===== config.mk =====
export PLATFORM = sky130hd
export DESIGN_NAME = router_datapath_reg
export DESIGN_NICKNAME = d
export VERILOG_FILES = /design/src/rtl/router_datapath_reg.sv
export SDC_FILE = /design/constraint.sdc
export NUM_CORES = 1
export LEC_CHECK = 0
export CAP_MARGIN = 20
export CORE_MARGIN = 2
export CORE_UTILIZATION = 55
export DETAILED_ROUTE_END_ITERATION = 12
export PLACE_DENSITY = 0.86
export SYNTH_ARGS = -nofsm -noshare
export SYNTH_HDL_FRONTEND = slang
export SYNTH_SLANG_ARGS = --single-unit

===== constraint.sdc =====
create_clock -name clock -period 2.3 [get_ports clock]
set_input_delay 0.575 -clock clock [delete_from_list [all_inputs] [get_ports clock]]
set_output_delay 0.575 -clock clock [all_outputs]
set_load 0.005 [all_outputs]

===== src/rtl/router_datapath_reg.sv =====
// ============================================================================
// Module   : router_datapath_reg
// Brief    : Router register datapath: header/full-hold capture, dout
//            steering, running parity, packet-parity compare and error flag.
//            Optional saturating error counter under ROUTER_REG_ERR_CNT_EN.
// Revision : 1.0 - initial release
// ============================================================================
`default_nettype none

module router_datapath_reg (
    input  logic       clock,
    input  logic       resetn,
    input  logic       pkt_valid,
    input  logic [7:0] data_in,
    input  logic       fifo_full,
    input  logic       rst_int_reg,
    input  logic       detect_add,
    input  logic       lfd_state,
    input  logic       ld_state,
    input  logic       laf_state,
    input  logic       full_state,
    output logic       parity_done,
    output logic       low_packet_valid,
    output logic       err,
    output logic [7:0] dout
`ifdef ROUTER_REG_ERR_CNT_EN
    ,
    output logic [7:0] err_count
`endif
);

    logic [7:0] r_header;
    logic [7:0] r_full_hold;
    logic [7:0] r_int_parity;
    logic [7:0] r_pkt_parity;
    logic       w_addr_invalid;
    logic       w_hdr_load;
    logic       w_da_clr;
    logic       w_mismatch;

    // An invalid-address header byte must leave every register untouched,
    // so it also suppresses the detect_add clears.
    assign w_addr_invalid = pkt_valid && (data_in[1:0] == 2'b11);
    assign w_hdr_load     = detect_add && pkt_valid && !w_addr_invalid;
    assign w_da_clr       = detect_add && !w_addr_invalid;
    assign w_mismatch     = (r_int_parity != r_pkt_parity);

    always_ff @(posedge clock or negedge resetn) begin
        if (!resetn) begin
            r_header    <= 8'h00;
            r_full_hold <= 8'h00;
            dout        <= 8'h00;
        end else begin
            if (w_hdr_load)
                r_header <= data_in;
            if (ld_state && fifo_full)
                r_full_hold <= data_in;
            if (lfd_state)
                dout <= r_header;
            else if (ld_state && !fifo_full)
                dout <= data_in;
            else if (laf_state)
                dout <= r_full_hold;
        end
    end

    always_ff @(posedge clock or negedge resetn) begin
        if (!resetn) begin
            r_int_parity     <= 8'h00;
            r_pkt_parity     <= 8'h00;
            parity_done      <= 1'b0;
            low_packet_valid <= 1'b0;
            err              <= 1'b0;
        end else begin
            if (w_da_clr)
                r_int_parity <= 8'h00;
            else if (lfd_state)
                r_int_parity <= r_int_parity ^ r_header;
            else if (ld_state && pkt_valid && !full_state)
                r_int_parity <= r_int_parity ^ data_in;

            if (w_da_clr)
                r_pkt_parity <= 8'h00;
            else if (ld_state && !pkt_valid)
                r_pkt_parity <= data_in;

            if (w_da_clr)
                parity_done <= 1'b0;
            else if ((ld_state && !fifo_full && !pkt_valid) ||
                     (laf_state && low_packet_valid && !parity_done))
                parity_done <= 1'b1;

            if (rst_int_reg)
                low_packet_valid <= 1'b0;
            else if (ld_state && !pkt_valid)
                low_packet_valid <= 1'b1;

            // err is deliberately not cleared by detect_add.
            if (parity_done)
                err <= w_mismatch;
        end
    end

`ifdef ROUTER_REG_ERR_CNT_EN
    logic r_parity_done_d;

    // One count per compare: parity_done stays high until the next header,
    // so only its first cycle is counted.
    always_ff @(posedge clock or negedge resetn) begin
        if (!resetn) begin
            r_parity_done_d <= 1'b0;
            err_count       <= 8'h00;
        end else begin
            r_parity_done_d <= parity_done;
            if (parity_done && !r_parity_done_d && w_mismatch && (err_count != 8'hFF))
                err_count <= err_count + 8'h01;
        end
    end
`endif

endmodule

`default_nettype wire


==> out/results.tsv, run 1 <==
metric	value	unit
worst-skew pair later-pin latency	360	ps
final core occ	0.702	
crit-path leading delay family	buffers and inverters	
Worst slew margin	0.644	
number of routed nets with antenna violations	0	
routed len/inst	15.0	um
CP Cell Sequence	clkdlybuf4s50_1	
clock share of power	0.241	
CTS buffer count	5	
min-delay worst type	input pin to asynchronous set/reset pin	
Netlist cell types	20	
Tot Pwr	1.73	mW
drt initial violations	101	
CP bufs+invs	1	
combinational share of power	0.215	
crit path max fanout	4	
Via density	5.37	
CP endpoint kind	output pin	
switching share of power	0.275	
fin crit period	1870	ps
total gr overflow	0	
RSZ-0062 raised after global routing	false	
CP startpoint kind	flop	
Layout Cells excl Fill	272	
fin crit share	0.811	
Die Area	4130	um^2
Leakage	1.11	nW
IO Port Bufs	28	
outcome	finished, final reports clean	
FP Rows	21	
fmax	536	MHz
DRT Pass-1 Iters	4	
Max-Cap Viols	0	
post-CTS setup buffers	0	
Final setup viols	0	
Initial Utilization	0.585	
core area	3420	um^2
chip height	64.3	um
PD cells	721	nW/um^2
initial antenna violation count	0	
Reg power frac	0.544	
Mapped Cells	193	
P_sw	0.476	mW
I/O Pins	29	
Post-Syn Nets	211	
Synth-to-Final Area Change	19.9	%
Syn. warnings	0	
DR vias	1461	
routability congestion estimate	0.740	
worst-case reg-to-reg path depth	3	
Antenna diodes	0	
Max stage delay cell, worst path	clkdlybuf4s50_1	
TNS Setup	0	ps
CTS tree	yes	
CTS Hold Bufs	0	
share of cells above drive strength 1	0.146	
H-tree depth	2	
number of global-route vias before repair	1453	
Chip Width	64.3	um
DRC	0	
Fill cells	267	
Max stage delay on crit path	520	ps
Root Driver	clkbuf_4	
Max Buffers Root-to-Sink	2	
Routed WL	4090	um
CTS Sinks	43	
Mapped Area	2000	um^2
Tot GR Track Use	0.226	
pins over their slew limit	0	
synthesized flop and latch total	43	
first-pass GRT wire length	7030	um
count of final hold-check violations	0	
Worst Max-Slew Pin Slew	534	ps
CP arrival	1290	ps
CP required	1730	ps
internal power	1.25	mW
Final HPWL DP	2930	um
post-synthesis sequential area ratio	0.538	
post-cts sizing count	0	
placed instance count	264	
Total Nets Final	243	
clk_skew	4.57	ps
largest net degree at the start of global routing	44	
IR drop worst, VDD	479	uV
Mean Syn Cell Area	10.4	um^2
Crit Path Class	flop to output pin	
Clock transition at path regs	120	ps
CP Depth	1	
[flip-flops by register name, summed over array words and instances (netlist names)]
name	cells
dout	8
r_full_hold	8
r_header	8
r_int_parity	8
r_pkt_parity	8
err	1
low_packet_valid	1
parity_done	1
[area by class of cell]
cell class,count,area (um^2),area share
flip-flops and latches,43,1080,0.449
well taps,46,57.6,0.0240
clock buffers,8,68.8,0.0287
multi-input cells,131,833,0.348
repair buffers,35,328,0.137
inverters,9,33.8,0.0141
[logic make-up (layout without fill, tap and decap cells)]
kind of cell | count (synthesis) | after routing | synth area share
and+or+nand+nor | 63 | 63 | 0.129
DFF | 43 | 43 | 0.538
buffers and inverters | 19 | 52 | 0.0451
muxes | 16 | 16 | 0.0901
xor gates and xnor gates | 16 | 16 | 0.0701
AOI/OAI and AO/OA | 36 | 36 | 0.128
[routing by layer]
metal  routed length (um)  up-vias  GRT usage
met5                    0        -          0
met4                   68        0     0.0878
met3                  202        5     0.0511
met2                 2010       40      0.361
met1                 1810      708      0.301
li1                     -      708          -
[synth_stat cells]
library cell  instances  area share
dfrtp_1              43        0.54
mux2_2               16       0.090
buf_2                 3      0.0075
and4bb_1              1      0.0063
nor2b_1               1      0.0031
nand2_1              27       0.051
a31oi_1               1      0.0031
nand2b_1              2      0.0063
buf_6                 2       0.011
a21oi_2               1      0.0044
a31oi_2               1      0.0063
nor4_1                2      0.0063
a21oi_1              16       0.040
xor2_1               16       0.070
a21boi_0              8       0.030
nor2_1               30       0.056
inv_1                 9       0.017
a311o_1               8       0.040
a211oi_1              1      0.0038
clkbuf_1              5      0.0094
[metrics by stage]
| step | setup WS (ps) | cell area [um^2] | hold WS (ps) |
|---|---|---|---|
| after floorplan | 758 | 2000 | 279 |
| after global placement | 269 | 2330 | 485 |
| after detailed placement | 232 | 2330 | 493 |
| after CTS | 429 | 2400 | 274 |
| after global routing | 383 | 2400 | 305 |
| final | 434 | 2400 | 260 |
[cells in the final DEF, fill, tap and decap left out]
cell             synthesis  layout
a211oi_1                 1       1
a21boi_0                 8       8
a21oi_1                 16      16
a21oi_2                  1       1
a311o_1                  8       8
a31oi_1                  1       1
a31oi_2                  1       1
and4bb_1                 1       1
buf_2                    3       1
buf_4                    0       7
clkbuf_1                 5       1
clkbuf_4                 0       5
clkbuf_8                 0       2
clkdlybuf4s50_1          0      27
dfrtp_1                 43      43
inv_1                    9       9
mux2_2                  16      16
nand2_1                 27      27
nand2b_1                 2       2
nor2_1                  30      30
nor2b_1                  1       1
nor4_1                   2       2
xor2_1                  16      16
[power groups by stage]
| stage | Combinational [mW] | Clock, mW | Sequential, mW |
|---|---|---|---|
| floorplan | 0.218 | 0 | 0.941 |
| global placement | 0.361 | 0 | 0.948 |
| detailed placement | 0.374 | 0 | 0.955 |
| CTS | 0.376 | 0.423 | 0.939 |
| global route | 0.416 | 0.458 | 0.951 |
| finish | 0.371 | 0.417 | 0.939 |
[path summary, 6_finish.rpt]
path | startpoint | end | slack (ps)
min reg2reg | r_full_hold[5] | r_full_hold[5] | 520
max | parity_done | parity_done | 430
max in group asynchronous | resetn | dout[0] | 1680
min | resetn | dout[3] | 260
min in group clock | r_full_hold[5] | r_full_hold[5] | 520
max reg2reg | r_int_parity[3] | err | 1110
No activity file was read; power rests on OpenSTA's default activity.
==> run 2: changes to the inputs <==
- CORE_UTILIZATION: 55 -> 53
- PLACE_DENSITY: 0.86 -> 0.83
- clock period: 2.3 -> 1.94 ns (I/O delays scaled with it)
==> run 2 against run 1 <==
Against the previous run:
- cell area up 6.6%
- first-iteration DRC count is 0.99% higher
- combinational power increased by 25%
- non-clock buffer count is 9 higher
- via count up 2.9%
- clock power rose by 97%
- critical endpoint unchanged
- largest cell class unchanged
==> out/results.tsv, run 2 (synthesis results as in run 1) <==
metric	value	unit
crit-path leading delay family	buffers and inverters	
CP required	1450	ps
Synth-to-Final Area Change	27.8	%
Reg2Reg Launch Point	r_int_parity[3]	
largest net degree at the start of global routing	25	
PD cells	940	nW/um^2
share of cells above drive strength 1	0.179	
routed len/inst	15.0	um
number of global-route vias before repair	1454	
Crit Path Class	flop to output pin	
Reg power frac	0.465	
Leakage	1.19	nW
TNS Setup	0	ps
Max stage delay on crit path	510	ps
RSZ-0062 raised after global routing	false	
CP startpoint kind	flop	
Clock transition at path regs	80	ps
CP bufs+invs	1	
CTS buffer count	5	
I/O Pins	29	
CTS Sinks	43	
CP Cell Sequence	clkdlybuf4s50_1	
routability congestion estimate	0.767	
clk_skew	5.80	ps
Fill cells	280	
Via density	5.31	
Die Area	4280	um^2
Worst slew margin	0.696	
count of final hold-check violations	0	
P_sw	0.601	mW
post-cts sizing count	0	
chip height	65.4	um
CTS tree	yes	
drt initial violations	102	
Max Buffers Root-to-Sink	2	
internal power	1.80	mW
commonest non-fill, non-tap cells in the layout	dfrtp_1 (43), nor2_1 (30), nand2_1 (27), clkdlybuf4s50_1 (27)	
Root Driver	clkbuf_8	
DR vias	1504	
CP endpoint kind	output pin	
total gr overflow	0	
Total Nets Final	252	
Reg2Reg Setup Slack	780	ps
combinational share of power	0.193	
Max-Cap Viols	0	
Max stage delay cell, worst path	clkdlybuf4s50_1	
pins over their slew limit	0	
DRT Pass-1 Iters	4	
FP Rows	22	
first-pass GRT wire length	7180	um
Initial Utilization	0.550	
core area	3630	um^2
fin crit period	1690	ps
CP arrival	1200	ps
crit path max fanout	4	
DRC	0	
design area	2560	um^2
Chip Width	65.4	um
Tot GR Track Use	0.228	
H-tree depth	2	
fin crit share	0.870	
initial antenna violation count	0	
outcome	finished, final reports clean	
post-CTS setup buffers	0	
Final setup viols	0	
Routed WL	4250	um
IO Port Bufs	28	
clock share of power	0.342	
CTS Hold Bufs	0	
fmax	592	MHz
worst-skew pair later-pin latency	300	ps
Antenna diodes	0	
Final HPWL DP	3090	um
cell area after placement	2420	um^2
Worst R2R End	err	
IR drop worst, VDD	690	uV
number of routed nets with antenna violations	0	
Min Hold Slack	125	ps
min-delay worst type	input pin to asynchronous set/reset pin	
worst-case reg-to-reg path depth	3	
switching share of power	0.250	
Worst Max-Slew Pin Slew	456	ps
most common cell after layout, fill and taps aside	dfrtp_1	
run 2: per-layer routing:
layer,vias up,global-route usage,share of wire
li1,725,-,-
met1,723,0.311,0.46
met2,47,0.351,0.47
met3,9,0.0462,0.048
met4,0,0.107,0.023
met5,-,0,0
run 2: area by class of cell:
class / count / area [um^2] / area share
inverter: 9 / 33.8 / 0.0132
multi-input combinational: 131 / 833 / 0.326
clock buffer: 6 / 72.6 / 0.0284
sequential: 43 / 1080 / 0.421
tap: 48 / 60.1 / 0.0235
clock inverter: 2 / 60.1 / 0.0235
timing repair buffer: 44 / 420 / 0.164
run 2: worst max-delay path by stage:
stage / to / cells past startpoint / slack, ps / from
6_report: parity_done / 1 / 250 / parity_done
5_1_grt: dout[0] / 1 / 210 / dout[0]
4_1_cts: parity_done / 1 / 240 / parity_done
3_5_place_dp: r_int_parity[0] / 5 / 3 / ld_state
3_3_place_gp: dout[6] / 5 / 60 / ld_state
2_1_floorplan: r_header[2] / 3 / 490 / data_in[1]
run 2: stage by stage:
stage / worst slack, ps / power [mW] / instances / util
after floorplan: 488 / 1.37 / 193 / -
after global placement: 58.4 / 1.58 / 275 / 0.667
after detailed placement: 2.58 / 1.60 / 275 / 0.667
after CTS: 240 / 2.42 / 283 / 0.704
after global routing: 212 / 2.52 / 283 / 0.704
final: 252 / 2.40 / 283 / 0.704
run 2: power groups by stage:
stage	clock network, mW	registers, mW	logic [mW]
floorplan	0	1.12	0.259
global placement	0	1.13	0.450
detailed placement	0	1.13	0.465
CTS	0.832	1.12	0.469
global route	0.871	1.13	0.516
finish	0.822	1.12	0.464
==> run 3: changes to the inputs <==
- CORE_MARGIN: 2 -> unset
- SLEW_MARGIN: unset -> 15
==> run 3 against run 2 <==
Against the previous run:
- flip-flop and latch count stayed put
- non-clock buffer count is 2 lower
- via count is 3.1% lower
- sequential share of layout area is 0.58 points higher
- register-to-register slack better by 50 ps
- cell count is 1.8% lower
- die area is 6.0% lower
- clock power is 19% lower
- largest power group unchanged
- highest routed layer unchanged
==> out/results.tsv, run 3 (synthesis results as in run 1) <==
metric	value	unit
DR vias	1457	
combinational share of power	0.205	
CTS Sinks	43	
Root Driver	clkbuf_8	
internal power	1.67	mW
IR drop worst, VDD	689	uV
core area	3470	um^2
routed len/inst	14.6	um
Worst slew margin	0.651	
Max stage delay on crit path	520	ps
Total Nets Final	250	
CTS Hold Bufs	0	
Crit Path Class	flop to output pin	
Max stage delay cell, worst path	clkdlybuf4s50_1	
area occupied by multi-input gates	833	um^2
CTS tree	yes	
routability congestion estimate	0.804	
CP endpoint kind	output pin	
Sequential Area	1080	um^2
share of cells above drive strength 1	0.168	
P_sw	0.570	mW
min-delay worst type	input pin to asynchronous set/reset pin	
fin crit share	0.872	
initial antenna violation count	0	
RSZ-0062 raised after global routing	false	
number of global-route vias before repair	1476	
pre-CTS setup slack	-0.508	ps
IO Port Bufs	28	
Leakage	1.17	nW
crit-path leading delay family	buffers and inverters	
most common cell after layout, fill and taps aside	dfrtp_1	
PD cells	887	nW/um^2
Antenna diodes	0	
Worst Max-Slew Pin Slew	524	ps
CP arrival	1210	ps
Min Hold Slack	245	ps
Die Area	4020	um^2
pins over their slew limit	0	
Final HPWL DP	2940	um
worst-skew pair later-pin latency	290	ps
CP required	1450	ps
Initial Utilization	0.576	
largest net degree at the start of global routing	44	
count of final hold-check violations	0	
commonest non-fill, non-tap cells in the layout	dfrtp_1 (43), nor2_1 (30), nand2_1 (27), clkdlybuf4s50_1 (27)	
CP startpoint kind	flop	
switching share of power	0.255	
clk_skew	2.10	ps
first-pass GRT wire length	6910	um
CP bufs+invs	1	
I/O Pins	29	
CTS buffer count	5	
post-cts sizing count	0	
FP Rows	21	
Reg power frac	0.498	
total gr overflow	0	
drt initial violations	77	
Clock transition at path regs	70	ps
chip height	63.4	um
crit path max fanout	3	
Routed WL	4060	um
DRC	0	
Synth-to-Final Area Change	26.1	%
Max Buffers Root-to-Sink	2	
fin crit period	1690	ps
post-CTS setup buffers	0	
number of routed nets with antenna violations	0	
CP Cell Sequence	clkdlybuf4s50_1	
fmax	591	MHz
Tot Pwr	2.24	mW
Tot GR Track Use	0.233	
outcome	finished, final reports clean	
Max-Cap Viols	0	
final worst slack	248	ps
cell area after placement	2420	um^2
H-tree depth	2	
design area	2520	um^2
clock share of power	0.297	
Fill cells	270	
Via density	5.24	
Chip Width	63.4	um
Final setup viols	0	
TNS Setup	0	ps
DRT Pass-1 Iters	4	
==> run 3: cell type report <==
type                       instances  share of cell area
clock buffer                       6              0.0288
multi-input combinational        131               0.331
timing repair buffer              42               0.166
sequential                        43               0.427
tap                               46              0.0228
clock inverter                     1              0.0119
inverter                           9              0.0134
==> run 3: stage by stage <==
stage               instances   util
floorplan                 193      -
global placement          271  0.697
detailed placement        271  0.697
CTS                       278  0.727
global route              278  0.727
finish                    278  0.727
==> run 3: per-layer routing <==
metal	vias to the layer above	wire, um	track usage
li1	724	-	-
met1	700	1900	0.313
met2	26	1890	0.339
met3	7	149	0.0616
met4	0	111	0.134
met5	-	0	0
==> run 3: power by group through the flow <==
stage / Sequential [mW] / Clock [mW] / Combinational, mW
after floorplan: 1.12 / 0 / 0.259
after global placement: 1.12 / 0 / 0.454
after detailed placement: 1.13 / 0 / 0.463
after CTS: 1.11 / 0.676 / 0.465
after global routing: 1.13 / 0.724 / 0.509
final: 1.11 / 0.663 / 0.458
==> run 3: path summary, 6_finish.rpt <==
kind | start | to | slack (ps) | cells after the start
min in group clock | r_full_hold[3] | r_full_hold[3] | 510 | 1
max reg2reg | r_int_parity[3] | err | 830 | 3
min | resetn | low_packet_valid | 240 | 2
max in group asynchronous | resetn | r_full_hold[6] | 1330 | 2
max | low_packet_valid | low_packet_valid | 250 | 1
min reg2reg | r_full_hold[3] | r_full_hold[3] | 510 | 1
